===== src/rtl/hpdmc_wrsched_pkg.sv =====
// Shared HPDMC write-sequencer definitions: FSM state encodings, parameter
// defaults and counter sizing helper used by the write scheduler.
package hpdmc_wrsched_pkg;

  typedef enum logic [2:0] {
    ST_IDLE  = 3'd0,
    ST_WAIT  = 3'd1,
    ST_PRE   = 3'd2,
    ST_BURST = 3'd3,
    ST_POST  = 3'd4
  } wr_state_t;

  localparam int WL_DEFAULT           = 2;
  localparam int BURST_CYCLES_DEFAULT = 4;

  function automatic int cnt_width(input int n);
    return (n > 1) ? $clog2(n) : 1;
  endfunction

endpackage


===== src/rtl/hpdmc_wrsched_if.sv =====
// Write command and write-FIFO handshake between the management FSM / FIFO
// (master) and the write sequencer (slave).
interface hpdmc_wrsched_if;
  logic        write;
  logic        ready;
  logic        wdata_valid;
  logic [31:0] wdata;
  logic [3:0]  wmask;
  logic        wdata_ack;

  modport master (output write, wdata_valid, wdata, wmask,
                  input  ready, wdata_ack);

  modport slave  (input  write, wdata_valid, wdata, wmask,
                  output ready, wdata_ack);
endinterface


===== src/rtl/hpdmc_wrsched.sv =====
// DDR write-burst sequencer: times preamble, data beats and postamble for the
// DQ/DM/DQS ODDR instances and pops one write-FIFO beat per burst clock.
module hpdmc_wrsched
  import hpdmc_wrsched_pkg::*;
#(
  parameter int WL           = WL_DEFAULT,
  parameter int BURST_CYCLES = BURST_CYCLES_DEFAULT
) (
  input  logic        sys_clk,
  input  logic        sys_rst_n,
  hpdmc_wrsched_if.slave wr,
  output logic [15:0] dq_d0,
  output logic [15:0] dq_d1,
  output logic [1:0]  dm_d0,
  output logic [1:0]  dm_d1,
  output logic        dqs_d0,
  output logic        dqs_d1,
  output logic        dq_oe,
  output logic        dqs_oe,
  output logic        underrun,
  input  logic        clr_underrun
);

  localparam int WW = cnt_width(WL);
  localparam int BW = cnt_width(BURST_CYCLES);
  localparam logic [WW-1:0] WAIT_LOAD = WW'((WL > 1) ? (WL - 2) : 0);
  localparam logic [BW-1:0] LAST_BEAT = BW'(BURST_CYCLES - 1);

  wr_state_t     state;
  logic [WW-1:0] wait_cnt;
  logic [BW-1:0] beat_cnt;
  logic          chained;
  logic          accept;

  assign wr.ready = sys_rst_n & ((state == ST_IDLE) | (state == ST_POST));
  assign accept   = wr.write & wr.ready;

  // chained marks a restart taken from POST so DQS stays driven through WAIT
  always_ff @(posedge sys_clk or negedge sys_rst_n) begin
    if (!sys_rst_n) begin
      state    <= ST_IDLE;
      wait_cnt <= '0;
      beat_cnt <= '0;
      chained  <= 1'b0;
      underrun <= 1'b0;
    end else begin
      if ((state == ST_BURST) && !wr.wdata_valid)
        underrun <= 1'b1;
      else if (clr_underrun)
        underrun <= 1'b0;

      case (state)
        ST_IDLE, ST_POST: begin
          if (accept) begin
            chained  <= (state == ST_POST);
            wait_cnt <= WAIT_LOAD;
            state    <= (WL > 1) ? ST_WAIT : ST_PRE;
          end else begin
            chained  <= 1'b0;
            state    <= ST_IDLE;
          end
        end
        ST_WAIT: begin
          if (wait_cnt == '0)
            state <= ST_PRE;
          else
            wait_cnt <= wait_cnt - WW'(1);
        end
        ST_PRE: begin
          beat_cnt <= '0;
          chained  <= 1'b0;
          state    <= ST_BURST;
        end
        ST_BURST: begin
          if (beat_cnt == LAST_BEAT)
            state <= ST_POST;
          else
            beat_cnt <= beat_cnt + BW'(1);
        end
        default: state <= ST_IDLE;
      endcase
    end
  end

  // Data and mask follow the FIFO head combinationally during a burst beat
  always_comb begin
    wr.wdata_ack = 1'b0;
    dq_d0        = '0;
    dq_d1        = '0;
    dm_d0        = '0;
    dm_d1        = '0;
    dqs_d0       = 1'b0;
    dqs_d1       = 1'b0;
    dq_oe        = 1'b0;
    dqs_oe       = 1'b0;
    case (state)
      ST_WAIT: dqs_oe = chained;
      ST_PRE:  dqs_oe = 1'b1;
      ST_BURST: begin
        dq_oe  = 1'b1;
        dqs_oe = 1'b1;
        dqs_d0 = 1'b1;
        if (wr.wdata_valid) begin
          wr.wdata_ack = 1'b1;
          dq_d0        = wr.wdata[31:16];
          dq_d1        = wr.wdata[15:0];
          dm_d0        = ~wr.wmask[3:2];
          dm_d1        = ~wr.wmask[1:0];
        end else begin
          dm_d0 = 2'b11;
          dm_d1 = 2'b11;
        end
      end
      ST_POST: dqs_oe = 1'b1;
      default: ;
    endcase
  end

endmodule


===== src/flat_wrapper.sv =====
// flat-port wrapper written by rule: the top's interface ports become plain ports
module hpdmc_wrsched_flat import hpdmc_wrsched_pkg::*;
#(
  parameter int WL           = WL_DEFAULT,
  parameter int BURST_CYCLES = BURST_CYCLES_DEFAULT
)
  (sys_clk, sys_rst_n, dq_d0, dq_d1, dm_d0, dm_d1, dqs_d0, dqs_d1, dq_oe, dqs_oe, underrun, clr_underrun, wr_write, wr_wdata_valid, wr_wdata, wr_wmask, wr_ready, wr_wdata_ack);
  hpdmc_wrsched_if wr_i ();
  input  logic sys_clk;
  input  logic sys_rst_n;
  output logic [15:0] dq_d0;
  output logic [15:0] dq_d1;
  output logic [1:0] dm_d0;
  output logic [1:0] dm_d1;
  output logic dqs_d0;
  output logic dqs_d1;
  output logic dq_oe;
  output logic dqs_oe;
  output logic underrun;
  input  logic clr_underrun;
  input wire logic [$bits(wr_i.write)-1:0] wr_write;
  input wire logic [$bits(wr_i.wdata_valid)-1:0] wr_wdata_valid;
  input wire logic [$bits(wr_i.wdata)-1:0] wr_wdata;
  input wire logic [$bits(wr_i.wmask)-1:0] wr_wmask;
  output wire logic [$bits(wr_i.ready)-1:0] wr_ready;
  output wire logic [$bits(wr_i.wdata_ack)-1:0] wr_wdata_ack;
  assign wr_i.write = wr_write;
  assign wr_i.wdata_valid = wr_wdata_valid;
  assign wr_i.wdata = wr_wdata;
  assign wr_i.wmask = wr_wmask;
  assign wr_ready = wr_i.ready;
  assign wr_wdata_ack = wr_i.wdata_ack;
  hpdmc_wrsched #(.WL(WL), .BURST_CYCLES(BURST_CYCLES)) u_core (.sys_clk(sys_clk), .sys_rst_n(sys_rst_n), .wr(wr_i), .dq_d0(dq_d0), .dq_d1(dq_d1), .dm_d0(dm_d0), .dm_d1(dm_d1), .dqs_d0(dqs_d0), .dqs_d1(dqs_d1), .dq_oe(dq_oe), .dqs_oe(dqs_oe), .underrun(underrun), .clr_underrun(clr_underrun));
endmodule

===== config.mk =====
export PLATFORM = sky130hd
export DESIGN_NAME = hpdmc_wrsched_flat
export DESIGN_NICKNAME = d
export VERILOG_FILES = /design/src/rtl/hpdmc_wrsched_pkg.sv /design/src/rtl/hpdmc_wrsched_if.sv /design/src/rtl/hpdmc_wrsched.sv /design/src/flat_wrapper.sv
export SDC_FILE = /design/constraint.sdc
export NUM_CORES = 1
export LEC_CHECK = 0
export CORE_UTILIZATION = 25
export CTS_CLUSTER_SIZE = 12
export DETAILED_ROUTE_END_ITERATION = 10
export GPL_ROUTABILITY_DRIVEN = 0
export GPL_TIMING_DRIVEN = 0
export PLACE_DENSITY_LB_ADDON = 0.15
export SYNTH_ARGS = -nofsm -noshare
export SYNTH_HDL_FRONTEND = slang
export SYNTH_SLANG_ARGS = --single-unit

===== constraint.sdc =====
create_clock -name sys_clk -period 2 [get_ports sys_clk]
set_clock_uncertainty 0.1 [all_clocks]
set_input_delay 0.6 -clock sys_clk [delete_from_list [all_inputs] [get_ports sys_clk]]
set_output_delay 0.6 -clock sys_clk [all_outputs]
set_load 0.01 [all_outputs]

==> results.py <==
metrics = {
    "status": {
        "status": "finished, violations left",
        "violations": "negative setup slack",
    },
    "timing": {
        "fin_crit_sh_pct": 111,
        "fin_tns_setup_ns": -5.55,
        "max_freq_mhz": 449,
        "finalCriticalPeriod_ns": 2.23,
        "finalSetupViolCount": 40,
        "hold_viol": 0,
        "timing.hold.ws_ns": 0.0864,
        "rsz0062_at_grt": "true",
        "slew_viol_final": 0,
        "worst_slack_ns": -0.228,
    },
    "routing": {
        "drc": 0,
        "dr.pass1.iters": 4,
        "drt_iter0_markers": 4,
        "ant_nets": 0,
        "vias": 883,
        "wl_mm": 2.45,
        "vias_per_cell": 4.35,
        "wire_per_inst_um": 12.1,
    },
    "critical_path": {
        "r2r_start": "u_core.state[2]",
        "critPathSlowestCell": "dfrtp_1",
        "endpoint_kind": "output pin",
        "critPathLaunchType": "register",
        "worst_path_most_repeated_cell": "buf_6",
        "path_cells": "buf_6 > nand2_4 > nor3b_4 > buf_6 > buf_6 > buf_4 > and2_4 > buf_6",
        "crit_start": "u_core.state[0]",
        "worst_ep_required_time_ns": 1.30,
        "cp.arrival_ns": 1.53,
        "criticalPathCategory": "reg2out",
        "slowest_delay_ns": 0.34,
        "crit_fanout": 7,
    },
    "floorplanning": {
        "start_util_pct": 26.5,
        "die_x_um": 53.3,
        "core_sq_um": 2480,
        "die_h_um": 53.3,
        "rows": 18,
        "io_pins": 84,
        "dieArea_sq_um": 2840,
    },
    "grt": {
        "grt_pass1_wl_mm": 3.64,
        "first_global_vias": 809,
        "grt_overflow": 0,
        "track_usage_pct": 17.7,
        "antenna_found_initial": 0,
        "grt_start_max_net_pins": 11,
    },
    "power": {
        "irDropWorstVdd_mv": 0.975,
        "power_mw": 1.58,
        "pwr_density_cell_nw_per_um2": 1030,
        "leakagePower_nw": 0.753,
    },
    "min_path": {
        "min_path_type": "in2async",
    },
    "place": {
        "post-dp-hpwl_mm": 1.91,
        "io_buffers": 82,
        "placed_area_sq_um": 1520,
        "dp_cells": 193,
        "placement.setup.worst_slack_ns": -1.07,
    },
    "layout": {
        "area_delta_synth_final_pct": 134,
        "fin_nets": 216,
        "final_common_cell": "clkdlybuf4s50_1",
        "layout_common_cells": "39 x clkdlybuf4s50_1, 26 x buf_2, 23 x buf_6, 23 x and2_1, 9 x and2_4",
        "fin_area_sq_um": 1530,
        "utilization_pct": 61.9,
        "antennaDiodeCount": 0,
        "final_layout_size_suffix_gt1_share_pct": 48.6,
        "instances_no_fill": 203,
    },
    "job": {
        "maxCapViolations": 0,
    },
    "cts": {
        "hold_buffers": 0,
        "cts_max_path_buffers": 2,
        "cts_buffers": 3,
        "clock-sinks": 7,
        "cts_tree": "done",
        "clock_latency_ns": 0.25,
        "cts.htree.levels": 1,
        "root_buffer": "clkbuf_4",
        "clk_pin_slew_ns": 0.05,
    },
    "logic_synthesis": {
        "ys_warn_count": 0,
        "syn_inst": 81,
        "synth_area_sq_um": 657,
        "yosysSeqAreaShare_pct": 26.7,
        "ys_ff_latch": 7,
        "yosysUniqueCellTypes": 25,
        "avgSynthCellArea_sq_um": 8.11,
        "syn-num-nets": 123,
    },
}
## per-layer routing
metal  vias up  track usage, %  wire length [um]
met2        48            32.3              1350
met1       391            19.3               812
li1        442               -                 -
met4         0            2.63                 4
met5         -               0                 0
met3         2            6.90               287
## area by class of cell
cell class / instances / area (sq um)
plain buffers: 6 / 63.8
clock buffers: 4 / 26.3
fillers: 229 / 943
inverters: 2 / 10.0
multi-input cells: 65 / 453
flip-flops and latches: 7 / 178
well taps: 30 / 37.5
repair buffers: 89 / 766
## kinds of logic (layout without fill, tap and decap cells)
group,Yosys count,after routing,synth area share (%)
AND/OR/NAND/NOR,48,48,48.0
flip-flops,7,7,26.7
buffers and inverters,9,101,9.90
other,1,1,0.571
AO/OA/AOI/OAI,15,15,13.0
adder cells (fa/ha/maj),1,1,1.90
## critical path: cells and delay by family (launching register included)
family	cells	cell delay (ns)
buffers and inverters	5	0.57
DFF	1	0.34
and+or+nand+nor	3	0.37
## flip-flops by register name, summed over array words and instances, names as in the netlist
register         cells
u_core.state         3
u_core.chained       1
u_core.underrun      1
u_core.beat_cnt      2
## worst paths after layout
check / endpoint / slack (ns) / depth (start not counted)
setup reg to reg: u_core.beat_cnt[1] / 0.67 / 3
setup / recovery: dq_d1[9] / -0.23 / 8
min in group sys_clk: u_core.beat_cnt[1] / 0.43 / 2
hold / removal: u_core.state[0] / 0.09 / 1
max in group asynchronous: u_core.state[2] / 1.52 / 1
hold reg to reg: u_core.beat_cnt[1] / 0.43 / 2
## power by group
part / switching [mW] / total, mW / internal (mW)
logic: 0.515 / 1.21 / 0.691
registers: 0.0448 / 0.240 / 0.195
clock network: 0.0541 / 0.130 / 0.0763
## cell usage after synthesis
cell type / n / share of area (%)
o22ai_1: 1 / 0.95
and3_2: 1 / 1.1
o21a_1: 1 / 1.1
conb_1: 1 / 0.57
clkbuf_1: 1 / 0.57
and2_1: 23 / 22
a22o_1: 1 / 1.3
or2_1: 1 / 0.95
a21oi_1: 5 / 3.8
buf_6: 3 / 5.1
or2_2: 1 / 0.95
o31ai_1: 1 / 1.1
nor2_1: 1 / 0.57
nor3_1: 1 / 0.76
o21ai_0: 6 / 4.6
nand2b_1: 2 / 1.9
nand2_1: 4 / 2.3
nand2_2: 1 / 0.95
inv_1: 2 / 1.1
buf_2: 1 / 0.76
dfrtp_1: 7 / 27
and2_2: 12 / 14
ha_1: 1 / 1.9
nor3b_4: 1 / 2.9
buf_4: 2 / 2.3
## repair_timing
action,4_1_cts,5_1_grt
pin swaps,10,1
setup buffers,4,2
cloned,1,0
resized for setup,201,13
setup endpoints to repair,41,40
Note: power is estimated with default switching activity, not from simulation.
